[config.mk]
export PLATFORM = sky130hd
export DESIGN_NAME = lsu_vec
export DESIGN_NICKNAME = d
export VERILOG_FILES = /design/src/rtl/lsu_vec.sv
export SDC_FILE = /design/constraint.sdc
export NUM_CORES = 1
export LEC_CHECK = 0
export BUFFER_PORTS_ARGS = -buffer_cell sky130_fd_sc_hd__buf_2
export CORE_MARGIN = 2
export CORE_UTILIZATION = 48
export DETAILED_ROUTE_END_ITERATION = 12
export PLACE_DENSITY_LB_ADDON = 0.08
export REMOVE_ABC_BUFFERS = 1
export SLEW_MARGIN = 0
export SYNTH_ARGS = -nofsm -noshare
export SYNTH_HDL_FRONTEND = slang
export SYNTH_SLANG_ARGS = --single-unit
[constraint.sdc]
create_clock -name clk -period 2.15 [get_ports clk]
set_input_delay 0.43 -clock clk [delete_from_list [all_inputs] [get_ports clk]]
set_output_delay 0.43 -clock clk [all_outputs]
set_load 0.02 [all_outputs]
[src/rtl/lsu_vec.sv]
// Vector load-store unit: moves VEC_LEN consecutive elements per LOAD/STR over a valid/ready memory port.
// Latency: 1 + 2*VEC_LEN clocks from the start edge to LSU_DONE when ready answers immediately.
// Backpressure: each request holds valid/addr/data until its ready; an optional timeout aborts a stalled element.
package gpu_pkg;
    typedef enum logic [2:0] {
        CORE_IDLE, CORE_FETCH, CORE_DECODE, CORE_REQUEST,
        CORE_WAIT, CORE_EXECUTE, CORE_UPDATE, CORE_DONE
    } core_state_t;
    typedef enum logic [1:0] {
        LSU_IDLE, LSU_REQUESTING, LSU_WAITING, LSU_DONE
    } lsu_state_t;
endpackage

module lsu_vec
    import gpu_pkg::*;
#(
    parameter int ADDR_WIDTH     = 8,
    parameter int DATA_WIDTH     = 8,
    parameter int VEC_LEN        = 4,
    parameter int TIMEOUT_CYCLES = 0
) (
    input  logic                          clk,
    input  logic                          rst_n,
    input  logic                          enable,
    input  core_state_t                   core_state,
    input  logic                          mem_read_en,
    input  logic                          mem_write_en,
    input  logic [DATA_WIDTH-1:0]         rs_data,
    input  logic [VEC_LEN*DATA_WIDTH-1:0] rt_vec,
    output logic                          mem_read_valid,
    output logic [ADDR_WIDTH-1:0]         mem_read_addr,
    input  logic                          mem_read_ready,
    input  logic [DATA_WIDTH-1:0]         mem_read_data,
    output logic                          mem_write_valid,
    output logic [ADDR_WIDTH-1:0]         mem_write_addr,
    output logic [DATA_WIDTH-1:0]         mem_write_data,
    input  logic                          mem_write_ready,
    output lsu_state_t                    lsu_state,
    output logic [VEC_LEN*DATA_WIDTH-1:0] lsu_out,
    output logic                          lsu_err
);
    localparam int VW   = VEC_LEN * DATA_WIDTH;
    localparam int MW   = (DATA_WIDTH > ADDR_WIDTH) ? DATA_WIDTH : ADDR_WIDTH;
    localparam int IW   = ($clog2(VEC_LEN + 1) < 1) ? 1 : $clog2(VEC_LEN + 1);
    localparam int TW   = ($clog2(TIMEOUT_CYCLES + 1) < 1) ? 1 : $clog2(TIMEOUT_CYCLES + 1);
    localparam int TLIM = (TIMEOUT_CYCLES > 0) ? TIMEOUT_CYCLES - 1 : 0;
    localparam logic [IW-1:0] LAST = IW'(VEC_LEN - 1);

    lsu_state_t            state_q, state_n;
    logic                  is_wr_q, is_wr_n;
    logic [ADDR_WIDTH-1:0] base_q, base_n;
    logic [VW-1:0]         wdata_q, wdata_n;
    logic [IW-1:0]         idx_q, idx_n;
    logic [TW-1:0]         tcnt_q, tcnt_n;
    logic [VW-1:0]         out_q, out_n;
    logic                  err_q, err_n;
    logic                  rvld_q, rvld_n;
    logic                  wvld_q, wvld_n;
    logic [ADDR_WIDTH-1:0] addr_q, addr_n;
    logic [DATA_WIDTH-1:0] wdat_q, wdat_n;
    logic [MW-1:0]         rs_ext;
    logic                  el_rdy;

    always_ff @(posedge clk or negedge rst_n) begin
        if (!rst_n) begin
            state_q <= LSU_IDLE;
            is_wr_q <= 1'b0;
            base_q  <= '0;
            wdata_q <= '0;
            idx_q   <= '0;
            tcnt_q  <= '0;
            out_q   <= '0;
            err_q   <= 1'b0;
            rvld_q  <= 1'b0;
            wvld_q  <= 1'b0;
            addr_q  <= '0;
            wdat_q  <= '0;
        end else if (enable) begin
            state_q <= state_n;
            is_wr_q <= is_wr_n;
            base_q  <= base_n;
            wdata_q <= wdata_n;
            idx_q   <= idx_n;
            tcnt_q  <= tcnt_n;
            out_q   <= out_n;
            err_q   <= err_n;
            rvld_q  <= rvld_n;
            wvld_q  <= wvld_n;
            addr_q  <= addr_n;
            wdat_q  <= wdat_n;
        end
    end

    always_comb begin
        state_n = state_q;
        is_wr_n = is_wr_q;
        base_n  = base_q;
        wdata_n = wdata_q;
        idx_n   = idx_q;
        tcnt_n  = tcnt_q;
        out_n   = out_q;
        err_n   = err_q;
        rvld_n  = rvld_q;
        wvld_n  = wvld_q;
        addr_n  = addr_q;
        wdat_n  = wdat_q;
        rs_ext  = MW'(rs_data);
        el_rdy  = is_wr_q ? mem_write_ready : mem_read_ready;
        case (state_q)
            LSU_IDLE: begin
                if (core_state == CORE_REQUEST) begin
                    if (mem_read_en && mem_write_en) begin
                        err_n   = 1'b1;
                        state_n = LSU_DONE;
                    end else if (mem_read_en || mem_write_en) begin
                        is_wr_n = mem_write_en;
                        base_n  = rs_ext[ADDR_WIDTH-1:0];
                        wdata_n = rt_vec;
                        idx_n   = '0;
                        err_n   = 1'b0;
                        if (mem_read_en) out_n = '0;
                        state_n = LSU_REQUESTING;
                    end
                end
            end
            LSU_REQUESTING: begin
                addr_n  = base_q + ADDR_WIDTH'(idx_q);
                wdat_n  = wdata_q[idx_q*DATA_WIDTH +: DATA_WIDTH];
                rvld_n  = !is_wr_q;
                wvld_n  = is_wr_q;
                tcnt_n  = '0;
                state_n = LSU_WAITING;
            end
            LSU_WAITING: begin
                // ready is checked before the timeout so a same-cycle answer still completes
                if (el_rdy) begin
                    rvld_n = 1'b0;
                    wvld_n = 1'b0;
                    if (!is_wr_q) out_n[idx_q*DATA_WIDTH +: DATA_WIDTH] = mem_read_data;
                    if (idx_q == LAST) begin
                        state_n = LSU_DONE;
                    end else begin
                        idx_n   = idx_q + 1'b1;
                        state_n = LSU_REQUESTING;
                    end
                end else if (TIMEOUT_CYCLES > 0) begin
                    tcnt_n = tcnt_q + 1'b1;
                    if (tcnt_q == TW'(TLIM)) begin
                        rvld_n  = 1'b0;
                        wvld_n  = 1'b0;
                        err_n   = 1'b1;
                        state_n = LSU_DONE;
                    end
                end
            end
            LSU_DONE: begin
                if (core_state == CORE_UPDATE) state_n = LSU_IDLE;
            end
            default: state_n = LSU_IDLE;
        endcase
    end

    assign mem_read_valid  = rvld_q;
    assign mem_read_addr   = addr_q;
    assign mem_write_valid = wvld_q;
    assign mem_write_addr  = addr_q;
    assign mem_write_data  = wdat_q;
    assign lsu_state       = state_q;
    assign lsu_out         = out_q;
    assign lsu_err         = err_q;
endmodule

==> results of run 1 <==
Yosys cell counts, types with 2 or more instances:
| master | number | area share |
|---|---|---|
| buf_4 | 11 | 0.018 |
| buf_2 | 4 | 0.0043 |
| nand2b_1 | 3 | 0.0040 |
| o21ai_0 | 17 | 0.018 |
| nand4_1 | 16 | 0.021 |
| nor2b_1 | 3 | 0.0040 |
| clkbuf_1 | 4 | 0.0032 |
| a22o_1 | 19 | 0.035 |
| a21bo_1 | 14 | 0.030 |
| and3_1 | 3 | 0.0040 |
| nor2_1 | 7 | 0.0056 |
| buf_6 | 4 | 0.0096 |
| ha_1 | 9 | 0.024 |
| dfrtp_1 | 97 | 0.52 |
| nor3_1 | 4 | 0.0043 |
| mux4_2 | 8 | 0.038 |
| a21oi_1 | 5 | 0.0053 |
| mux2_2 | 2 | 0.0048 |
| mux2_4 | 40 | 0.13 |
| inv_1 | 15 | 0.012 |
| nand3b_1 | 3 | 0.0048 |
| nand3_1 | 2 | 0.0021 |
| nand2_1 | 22 | 0.018 |
| xor2_1 | 5 | 0.0093 |
| o21ai_1 | 3 | 0.0032 |
| mux2i_1 | 11 | 0.023 |
final timing paths:
path,startpoint,end,slack (ns),cells after the start
worst max register to register,idx_q[1],lsu_out[4],0.09,7
worst max-delay path,idx_q[1],lsu_out[4],0.09,7
worst min register to register,lsu_out[30],lsu_out[30],0.48,1
max in group asynchronous,rst_n,wdata_q[18],0.99,3
min in group asynchronous,rst_n,lsu_err,0.52,2
worst min-delay path,rt_vec[25],wdata_q[25],0.28,2
through the flow:
stage	hold slack, ns	std cells
2_1_floorplan	0.1344	332
3_3_place_gp	0.3641	611
3_5_place_dp	0.3661	611
4_1_cts	0.2696	628
5_1_grt	0.2760	628
6_report	0.2826	628
registers in the layout, indices dropped and copies added (netlist names):
signal           flops
mem_read_addr        8
idx_q                3
base_q               8
lsu_state            2
lsu_out             32
lsu_err              1
wdata_q             32
mem_write_data       8
mem_read_valid       1
mem_write_valid      1
is_wr_q              1
power by group through the flow:
stage          sequential (W)  clock, W  combinational, W
5_1_grt               0.00296   0.00125           0.00316
3_3_place_gp          0.00287         0           0.00272
6_report              0.00287   0.00115           0.00288
4_1_cts               0.00287   0.00119           0.00279
3_5_place_dp          0.00290         0           0.00278
2_1_floorplan         0.00325         0           0.00146
cells by family (layout without fill, tap and decap cells):
kind of cell	count (synthesis)	after routing	synth area share
xor+xnor	6	6	0.01119
mux	61	61	0.1945
flops	97	97	0.5169
buf+inv	39	178	0.04743
fa+ha+maj	10	10	0.02824
simple gates	73	73	0.08714
compound gates	70	70	0.1146
repair_timing:
item | CTS | global route
hold endpoints to repair | 24 | 0
resized for setup | 0 | 7
hold buffers | 1 | 0
setup endpoints to repair | 0 | 8
per-layer routing:
metal	global-route usage	wire length, um	up-vias
met5	0	0	-
met4	0.07085	136	0
met3	0.03593	478	13
met2	0.3107	4791	83
met1	0.2593	4484	1598
li1	-	-	1564
area by class of cell:
type / count / area share
Clock buffer: 12 / 0.02684
Clock inverter: 4 / 0.006061
Inverter: 15 / 0.009740
Multi-Input combinational cell: 220 / 0.3615
Sequential cell: 97 / 0.4199
Tap cell: 133 / 0.02879
Timing Repair Buffer: 147 / 0.1472
placed cells by master, fill, tap and decap left out, drive strengths merged, types with 7 or more instances in the layout:
cell / Yosys / routed
buf: 20 / 146
dfrtp: 97 / 97
mux2: 42 / 42
nand2: 22 / 22
o21ai: 21 / 21
a22o: 19 / 19
nand4: 16 / 16
inv: 15 / 16
a21bo: 14 / 14
clkbuf: 4 / 12
mux2i: 11 / 11
ha: 9 / 9
mux4: 8 / 8
nor2: 7 / 7
==> impl_results.md, run 1 <==
- Status: complete, no violations
- Fin crit period: 2.062 ns
- Final TNS setup: 0 ns
- Slew @ Worst Pin: 0.7006 ns
- Total GRT Usage: 0.1919
- Die width: roughly 100 um
- I/O Pins: around 120
- Hold Crit Class: input port to register
- Comb pwr share: 0.417
- Worst-path clk slew: around 0.10 ns
- Routability congestion estimate: 0.8310
- CTS Buffer Depth: 2
- Fin area: 5781 um2
- Worst path bufs/invs: 1
- Detailed Route Iter0 Violations: 94
- Post-route DRC: 0
- Total leakage power: 3.104 nW
- Fmax: 484.9 MHz
- Rows: 36
- Clock Sinks: 97
- Initial antenna violation count: 0
- Max-cap violations: 0
- Number of I/O port buffers: 118
- Switching Share: 0.3542
- Post-route setup slack: a little under 0.09 ns
- Layout cells sized above 1: 0.4545
- Async SR Flop Fraction: 1.000
- Synth Flop Type: dfrtp_1
- DP HPWL: 7.227 mm
- Sequential area share after synthesis: 0.5169
- Crit path top cell by count: ha_4
- Die Span Y: 102.9 um
- Placed cell areas: 5543 um2
- CTS tree: yes
- PwrDens: 1195 nW/um2
- Final setup fails: 0
- Worst rel slew slack: 0.5312
- Flop pwr share: 0.416
- Total power: 0.006906 W
- Final net count: 558
- Slowest-stage cell, CP: or4_4
- Multi-input gate area: about 2100 um2
- P_sw: 0.002446 W
- EDFF count, synth: 0
- CP endpoint kind: register
- Largest net degree at the start of global routing: 50
- Pre-Repair DR Iteration Count: 4
- Starting Density: 0.4871
- Vias in the first global route: 3170
- Vias per inst: around 5.2
- Post-Syn Instances: 356
- Pins Over Slew Limit: 0
- Root Buffer: clkbuf_8
- Final ANT Viol Nets: 0
- H-tree levels: 3
- Critical path launch point type: register
- Yosys warns: 0
- Critical path arrival: 2.32 ns
- Distinct cells, synth: 51
- First-pass GRT wire length: 15.61 mm
- Post-CTS Setup Inserts: 0
- Synthesized area: ~4700 um2
- TritonCTS Buffers: 9
- Power Internal: ~0.0045 W
- Number of diodes: 0
- Total wire length: 9.890 mm
- VDD IR max: 0.0005664 V
- Avg Cell Area, Syn: about 13 um2
- Vias: 3258
- Slowest stage delay, CP: 0.44 ns
- Fin. Hold Viols: 0
- Worst EP required: 2.41 ns
- Placeable Area: just under 10000 um2
- Period Utilization, post-route: 0.9592
- Register area: 2427 um2
- Cell Chain, Critical Path: inv_2, ha_4, ha_4, or4_4, nor4b_4, o21ai_2, a22o_1
- Post-Place Worst Slack: about 0.034 ns
- Worst-path maximum fanout: 8
- # fillers: 843
- Layout area overhead: 23.10%
- Global route overflow: 0
- Clk_skew: 0.01404 ns
- Crit-path leading delay family: simple AND/OR/NAND/NOR gates
- Crit path kind: register to register
- WL/cell: roughly 16 um
- Seq cells post-synth: a little under 100
- Clk Latency, worst-skew pair: 0.37 ns
- Clock power frac: 0.167
- Fin util: 0.5997
- Die area: roughly 11000 um2
Power figures use the tool's default switching activity.
==> inputs of run 2 (changes only) <==
--- a/config.mk
+++ b/config.mk
@@ -9,8 +9,8 @@
 export CORE_MARGIN = 2
 export CORE_UTILIZATION = 48
 export DETAILED_ROUTE_END_ITERATION = 12
+export MAX_ROUTING_LAYER = met4
 export PLACE_DENSITY_LB_ADDON = 0.08
-export REMOVE_ABC_BUFFERS = 1
 export SLEW_MARGIN = 0
 export SYNTH_ARGS = -nofsm -noshare
 export SYNTH_HDL_FRONTEND = slang
==> run 2 against run 1 <==
Effect of this change:
- clock-buffer cell count fell by 2
- flip-flop and latch count did not move
- cell count rose by 0.48%
- clock power rose by 5%
- sequential power barely moved
- first-iteration DRC count rose by 27%
- non-clock buffer count rose by 3
==> impl_results.md, run 2 (synthesis gave the netlist of run 1 again) <==
- Period Utilization, post-route: 0.9762 (+0.01708)
- Slowest stage delay, CP: 0.42 ns (-0.02 ns)
- Number of I/O port buffers: 118 (unchanged)
- Final setup fails: 0 (unchanged)
- Post-route DRC: 0 (unchanged)
- Placeable Area: 9639 um2 (unchanged)
- Hold Crit Class: input port to register
- Clock power frac: 0.174 (+0.007)
- Comb pwr share: 0.413 (-0.004)
- Crit path kind: register to register
- P_sw: 0.002401 W (-1.8%)
- H-tree levels: 3 (unchanged)
- Die width: 102.9 um (unchanged)
- Total wire length: 9.879 mm (-0.11%)
- Slew @ Worst Pin: 0.6599 ns (-0.04069 ns)
- Largest net degree at the start of global routing: 43 (-14%)
- Routability congestion estimate: 0.8122 (-2.3%)
- Pre-Repair DR Iteration Count: 4 (unchanged)
- RSZ-0062 raised after global routing: true
- Rows: 36 (unchanged)
- Switching Share: 0.3463 (-0.007929)
- Fin crit period: 2.099 ns (+0.03673 ns)
- Initial antenna violation count: 0 (unchanged)
- Global route overflow: 0 (unchanged)
- Vias per inst: 5.179 (-0.17%)
- I/O Pins: 119 (unchanged)
- Clk_skew: 0.009088 ns (-0.004956 ns)
- Die Span Y: 102.9 um (unchanged)
- Flop pwr share: 0.413 (-0.003)
- WL/cell: 15.66 um (-0.59%)
- Final net count: 561 (+0.54%)
- Starting Density: 0.4871 (unchanged)
- Worst-path clk slew: 0.10 ns (about the same)
- Critical path arrival: 2.35 ns (+0.03 ns)
- Fin. Hold Viols: 0 (unchanged)
- Pins Over Slew Limit: 0 (unchanged)
- Flop2flop setup slack: 0.05 ns (-0.04 ns)
- VDD IR max: 0.0006179 V (+9.1%)
- Syn nets: 424
- Fin area: 5841 um2 (+1.0%)
- CTS Buffer Depth: 2 (unchanged)
- R2r worst-path depth: 7 (unchanged)
- Most frequent cells in the layout: buf_2, dfrtp_1, mux2_4
- Worst hold path stage count: 2 (unchanged)
- CTS tree: yes
- Fmax: 476.4 MHz (-1.7%)
- Layout cells sized above 1: 0.4659 (+0.01132)
- Total GRT Usage: 0.2033 (+0.01139)
- Detailed Route Iter0 Violations: 119 (+27%)
- CP endpoint kind: register
- Layout area overhead: 24.38%
- Critical path launch point type: register
- Final ANT Viol Nets: 0 (unchanged)
- Critical path startpoint: idx_q[1]
- Number of diodes: 0 (unchanged)
- First-pass GRT wire length: 16.23 mm (+3.9%)
- Worst rel slew slack: 0.5584 (+0.02723)
- Min-delay src: rt_vec[21]
- Max-cap violations: 0 (unchanged)
- Worst-path maximum fanout: 8 (unchanged)
- Root Buffer: clkbuf_8
- Slowest-stage cell, CP: dfrtp_1
- Cell Chain, Critical Path: inv_6, ha_4, ha_4, or4_4, nor4b_4, o21ai_2, a22o_1
- Total power: 0.006935 W (+0.42%)
- Die area: 10590 um2 (unchanged)
- Vias in the first global route: 3266 (+3.0%)
- Clk Latency, worst-skew pair: 0.36 ns (about the same)
- FF-to-FF Start: idx_q[1]
- Placed cell areas: 5609 um2 (+1.2%)
- Status: complete, no violations
- DP HPWL: 7.466 mm (+3.3%)
- Most common cell after layout, fill and taps aside: buf_2
- Hold path endpoint: wdata_q[21]
- Total leakage power: 3.131 nW (+0.89%)
- Worst EP required: 2.40 ns (about the same)
- TritonCTS Buffers: 9 (unchanged)
- Clock Sinks: 97 (unchanged)
- Power Internal: 0.004533 W (+1.7%)
- R2R Path End: lsu_out[4]
- Crit path top cell by count: ha_4
- Vias: 3268 (+0.31%)
- PwrDens: 1187 nW/um2 (-0.61%)
run 2: power groups by stage:
stage               Combinational (W)  Sequential [W]  Clock, W
floorplan                     0.00186         0.00311         0
global placement              0.00282         0.00288         0
detailed placement            0.00289         0.00290         0
CTS                           0.00289         0.00287   0.00125
global route                  0.00314         0.00296   0.00132
finish                        0.00286         0.00286   0.00121
run 2: layout make-up:
type                    instances  area (um2)
clock buffers                  10       137.6
clock inverters                 6       65.06
fillers                       855        3799
inverters                      15       61.31
multi-input cells             220        2105
flip-flops and latches         97        2429
well taps                     133       166.4
repair buffers                150       877.1
run 2: per-layer routing:
metal,GRT usage,up-vias,share of wire
met1,0.2679,1592,0.45
met5,-,-,0
met4,0.07591,0,0.022
li1,-,1572,-
met2,0.3187,86,0.48
met3,0.03390,18,0.047
run 2: worst max path at each step:
stage	to	cells after the start	slack, ns
6_report	lsu_out[4]	7	0.05
2_1_floorplan	lsu_out[0]	9	-0.01
3_5_place_dp	wdata_q[27]	5	0.04
5_1_grt	lsu_out[7]	7	-0.07
3_3_place_gp	wdata_q[9]	5	0.05
4_1_cts	lsu_out[4]	8	0.04
run 2: critical path, delay by kind of cell, from the launching register on:
family / cells / cell delay, ns
AOI/OAI and AO/OA: 2 / 0.42
adders and majority gates: 2 / 0.38
buffers and inverters: 1 / 0.04
DFF: 1 / 0.42
and+or+nand+nor: 2 / 0.73
run 2: per-stage QoR:
stage / hold WS, ns / setup TNS, ns / cells / util / setup slack (ns)
after floorplan: 0.1344 / -0.1023 / 356 / - / -0.01279
after global placement: 0.3742 / 0 / 614 / 0.5819 / 0.04516
after detailed placement: 0.3765 / 0 / 614 / 0.5819 / 0.03671
after CTS: 0.2758 / 0 / 631 / 0.6040 / 0.04215
after global routing: 0.2747 / -0.4212 / 631 / 0.6059 / -0.06978
final: 0.2939 / 0 / 631 / 0.6059 / 0.05107
run 2: repair_timing:
action	CTS	global route
setup endpoints to repair	0	9
buffers inserted	0	0
resized for setup	0	4
hold buffers	1	0
hold endpoints to repair	25	0
==> inputs of run 3 (changes only) <==
--- a/config.mk
+++ b/config.mk
@@ -6,8 +6,10 @@
 export NUM_CORES = 1
 export LEC_CHECK = 0
 export BUFFER_PORTS_ARGS = -buffer_cell sky130_fd_sc_hd__buf_2
+export CELL_PAD_IN_SITES_DETAIL_PLACEMENT = 0
+export CELL_PAD_IN_SITES_GLOBAL_PLACEMENT = 1
 export CORE_MARGIN = 2
-export CORE_UTILIZATION = 48
+export CORE_UTILIZATION = 38
 export DETAILED_ROUTE_END_ITERATION = 12
 export MAX_ROUTING_LAYER = met4
 export PLACE_DENSITY_LB_ADDON = 0.08
==> run 3 against run 2 <==
Effect of this change:
- utilization decreased by 11 points
- non-clock buffer count unchanged
- power increased by 8.5%
- sequential power about the same
- setup slack got worse by 0.011 ns
- flip-flop and latch count unchanged
- clock power increased by 42%
- register-to-register slack about the same
- critical path type unchanged
==> impl_results.md, run 3 (synthesis gave the netlist of run 1 again) <==
- Pins Over Slew Limit: 0 (unchanged)
- Crit path kind: register to register
- DP HPWL: 7.991 mm (+7.0%)
- Critical path arrival: 2.38 ns (+0.03 ns)
- Most frequent cells in the layout: buf_2, dfrtp_1, mux2_4
- Slew @ Worst Pin: 0.6743 ns (+0.01441 ns)
- Fin area: 5995 um2 (+2.6%)
- First-pass GRT wire length: 17.17 mm (+5.8%)
- CTS Buffer Depth: 2 (unchanged)
- Final net count: 561 (unchanged)
- FF-to-FF Start: idx_q[0]
- Vias per inst: 4.908 (-5.2%)
- Vias: 3264 (-0.12%)
- Total GRT Usage: 0.1747 (-0.02868)
- Die area: 13260 um2 (+25%)
- Die width: 115.2 um (+12%)
- Power Internal: 0.005037 W (+11%)
- Die Span Y: 115.2 um (+12%)
- Final TNS setup: 0 ns (unchanged)
- Vias in the first global route: 3373 (+3.3%)
- Routability congestion estimate: 0.7845 (-3.4%)
- Rows: 40 (+11%)
- Clk_skew: 0.01058 ns (+0.001490 ns)
- Fin. Hold Viols: 0 (unchanged)
- P_sw: 0.002490 W (+3.7%)
- Layout cells sized above 1: 0.4628 (-0.003087)
- Post-Place Worst Slack: -0.05673 ns (-0.09345 ns)
- Critical path launch point type: register
- Syn nets: 424 (unchanged)
- Number of diodes: 0 (unchanged)
- Total wire length: 10.76 mm (+9.0%)
- Layout area overhead: 27.66%
- RSZ-0062 raised after global routing: true
- Clk Latency, worst-skew pair: 0.34 ns (-0.02 ns)
- Switching Share: 0.3308 (-0.01548)
- Total leakage power: 3.186 nW (+1.8%)
- I/O Pins: 119 (unchanged)
- Worst-path clk slew: 0.07 ns (-0.03 ns)
- Fmax: 474.0 MHz (-0.52%)
- Pre-Repair DR Iteration Count: 4 (unchanged)
- Flop pwr share: 0.382 (-0.031)
- Total power: 0.007527 W (+8.5%)
- Number of I/O port buffers: 118 (unchanged)
- CTS tree: yes
- Post-CTS Hold Buffers: 0 (-1)
- Fin crit period: 2.110 ns (+0.01091 ns)
- R2R Path End: lsu_out[6]
- Period Utilization, post-route: 0.9813 (+0.005073)
- VDD IR max: 0.0005373 V (-13%)
- Post-route setup slack: 0.04017 ns (-0.01091 ns)
- Clock power frac: 0.229 (+0.055)
- Worst EP required: 2.42 ns (+0.02 ns)
- WL/cell: 16.19 um (+3.4%)
- Global route overflow: 0 (unchanged)
- R2r worst-path depth: 8 (+1)
- H-tree levels: 3 (unchanged)
- Detailed Route Iter0 Violations: 164 (+38%)
- Comb pwr share: 0.389 (-0.024)
- Most common cell after layout, fill and taps aside: buf_2
- Post-route DRC: 0 (unchanged)
- Final ANT Viol Nets: 0 (unchanged)
- Status: complete, no violations
- Clock Sinks: 97 (unchanged)
- Max-cap violations: 0 (unchanged)
- Initial antenna violation count: 0 (unchanged)
- Worst-path maximum fanout: 8 (unchanged)
- Largest net degree at the start of global routing: 41 (-4.7%)
- Starting Density: 0.3893 (-0.09783)
- PwrDens: 1256 nW/um2 (+5.8%)
- Placeable Area: 12060 um2 (+25%)
- Root Buffer: clkbuf_16
- Worst rel slew slack: 0.5488 (-0.009644)
- Placed cell areas: 5630 um2 (+0.38%)
- CP endpoint kind: register
- Flop2flop setup slack: 0.04 ns (about the same)
- TritonCTS Buffers: 9 (unchanged)
- Final setup fails: 0 (unchanged)
- Hold Crit Class: input port to async pin
## run 3: per-layer routing
metal	vias to the layer above	wire length [um]	GRT usage
li1	1570	-	-
met1	1597	5056	0.2311
met2	88	5117	0.2714
met3	9	462	0.03163
met4	0	129	0.06104
met5	-	0	-
## run 3: worst max-delay path, stage by stage, from the launching register on
cell,delay (ns)
dfrtp_2,0.42
inv_2,0.09
ha_4,0.14
ha_4,0.19
or4_4,0.42
nor4b_4,0.30
nor2b_1,0.18
buf_4,0.17
a22o_1,0.14
## run 3: per-stage QoR
stage / hold WS, ns / utilization / cells
after global routing: 0.07836 / 0.4970 / 665
final: 0.04847 / 0.4970 / 665
after CTS: 0.06981 / 0.4945 / 661
after global placement: 0.4191 / 0.4668 / 646
after detailed placement: 0.4347 / 0.4668 / 646
after floorplan: 0.1344 / - / 356
## run 3: worst max-delay path by stage
stage / endpoint / from
final: lsu_out[6] / idx_q[0]
after global routing: lsu_out[1] / idx_q[0]
after CTS: lsu_out[6] / idx_q[0]
after detailed placement: lsu_out[31] / enable
after global placement: lsu_out[31] / enable
after floorplan: lsu_out[0] / idx_q[1]
## run 3: cell type report
cell class | instances | area, um2
clock buffers | 10 | 239.0
clock inverters | 5 | 78.83
inverters | 15 | 61.31
well taps | 168 | 210.2
fillers | 1123 | 6067
multi-input cells | 220 | 2106
repair buffers | 150 | 870.8
flip-flops and latches | 97 | 2429
## run 3: power groups by stage
stage / logic (W) / registers, W / clock network [W]
5_1_grt: 0.00320 / 0.00296 / 0.00185
4_1_cts: 0.00292 / 0.00288 / 0.00176
6_report: 0.00293 / 0.00287 / 0.00172
3_5_place_dp: 0.00290 / 0.00291 / 0
3_3_place_gp: 0.00286 / 0.00289 / 0
2_1_floorplan: 0.00186 / 0.00311 / 0
## run 3: timing repair
| action | 4_1_cts | 5_1_grt |
|---|---|---|
| endpoints found under the setup margin | 5 | 9 |
| pin swaps | 1 | 4 |
| gates resized for setup | 2 | 0 |
| setup buffers | 0 | 4 |
| hold endpoints to repair | 0 | 0 |
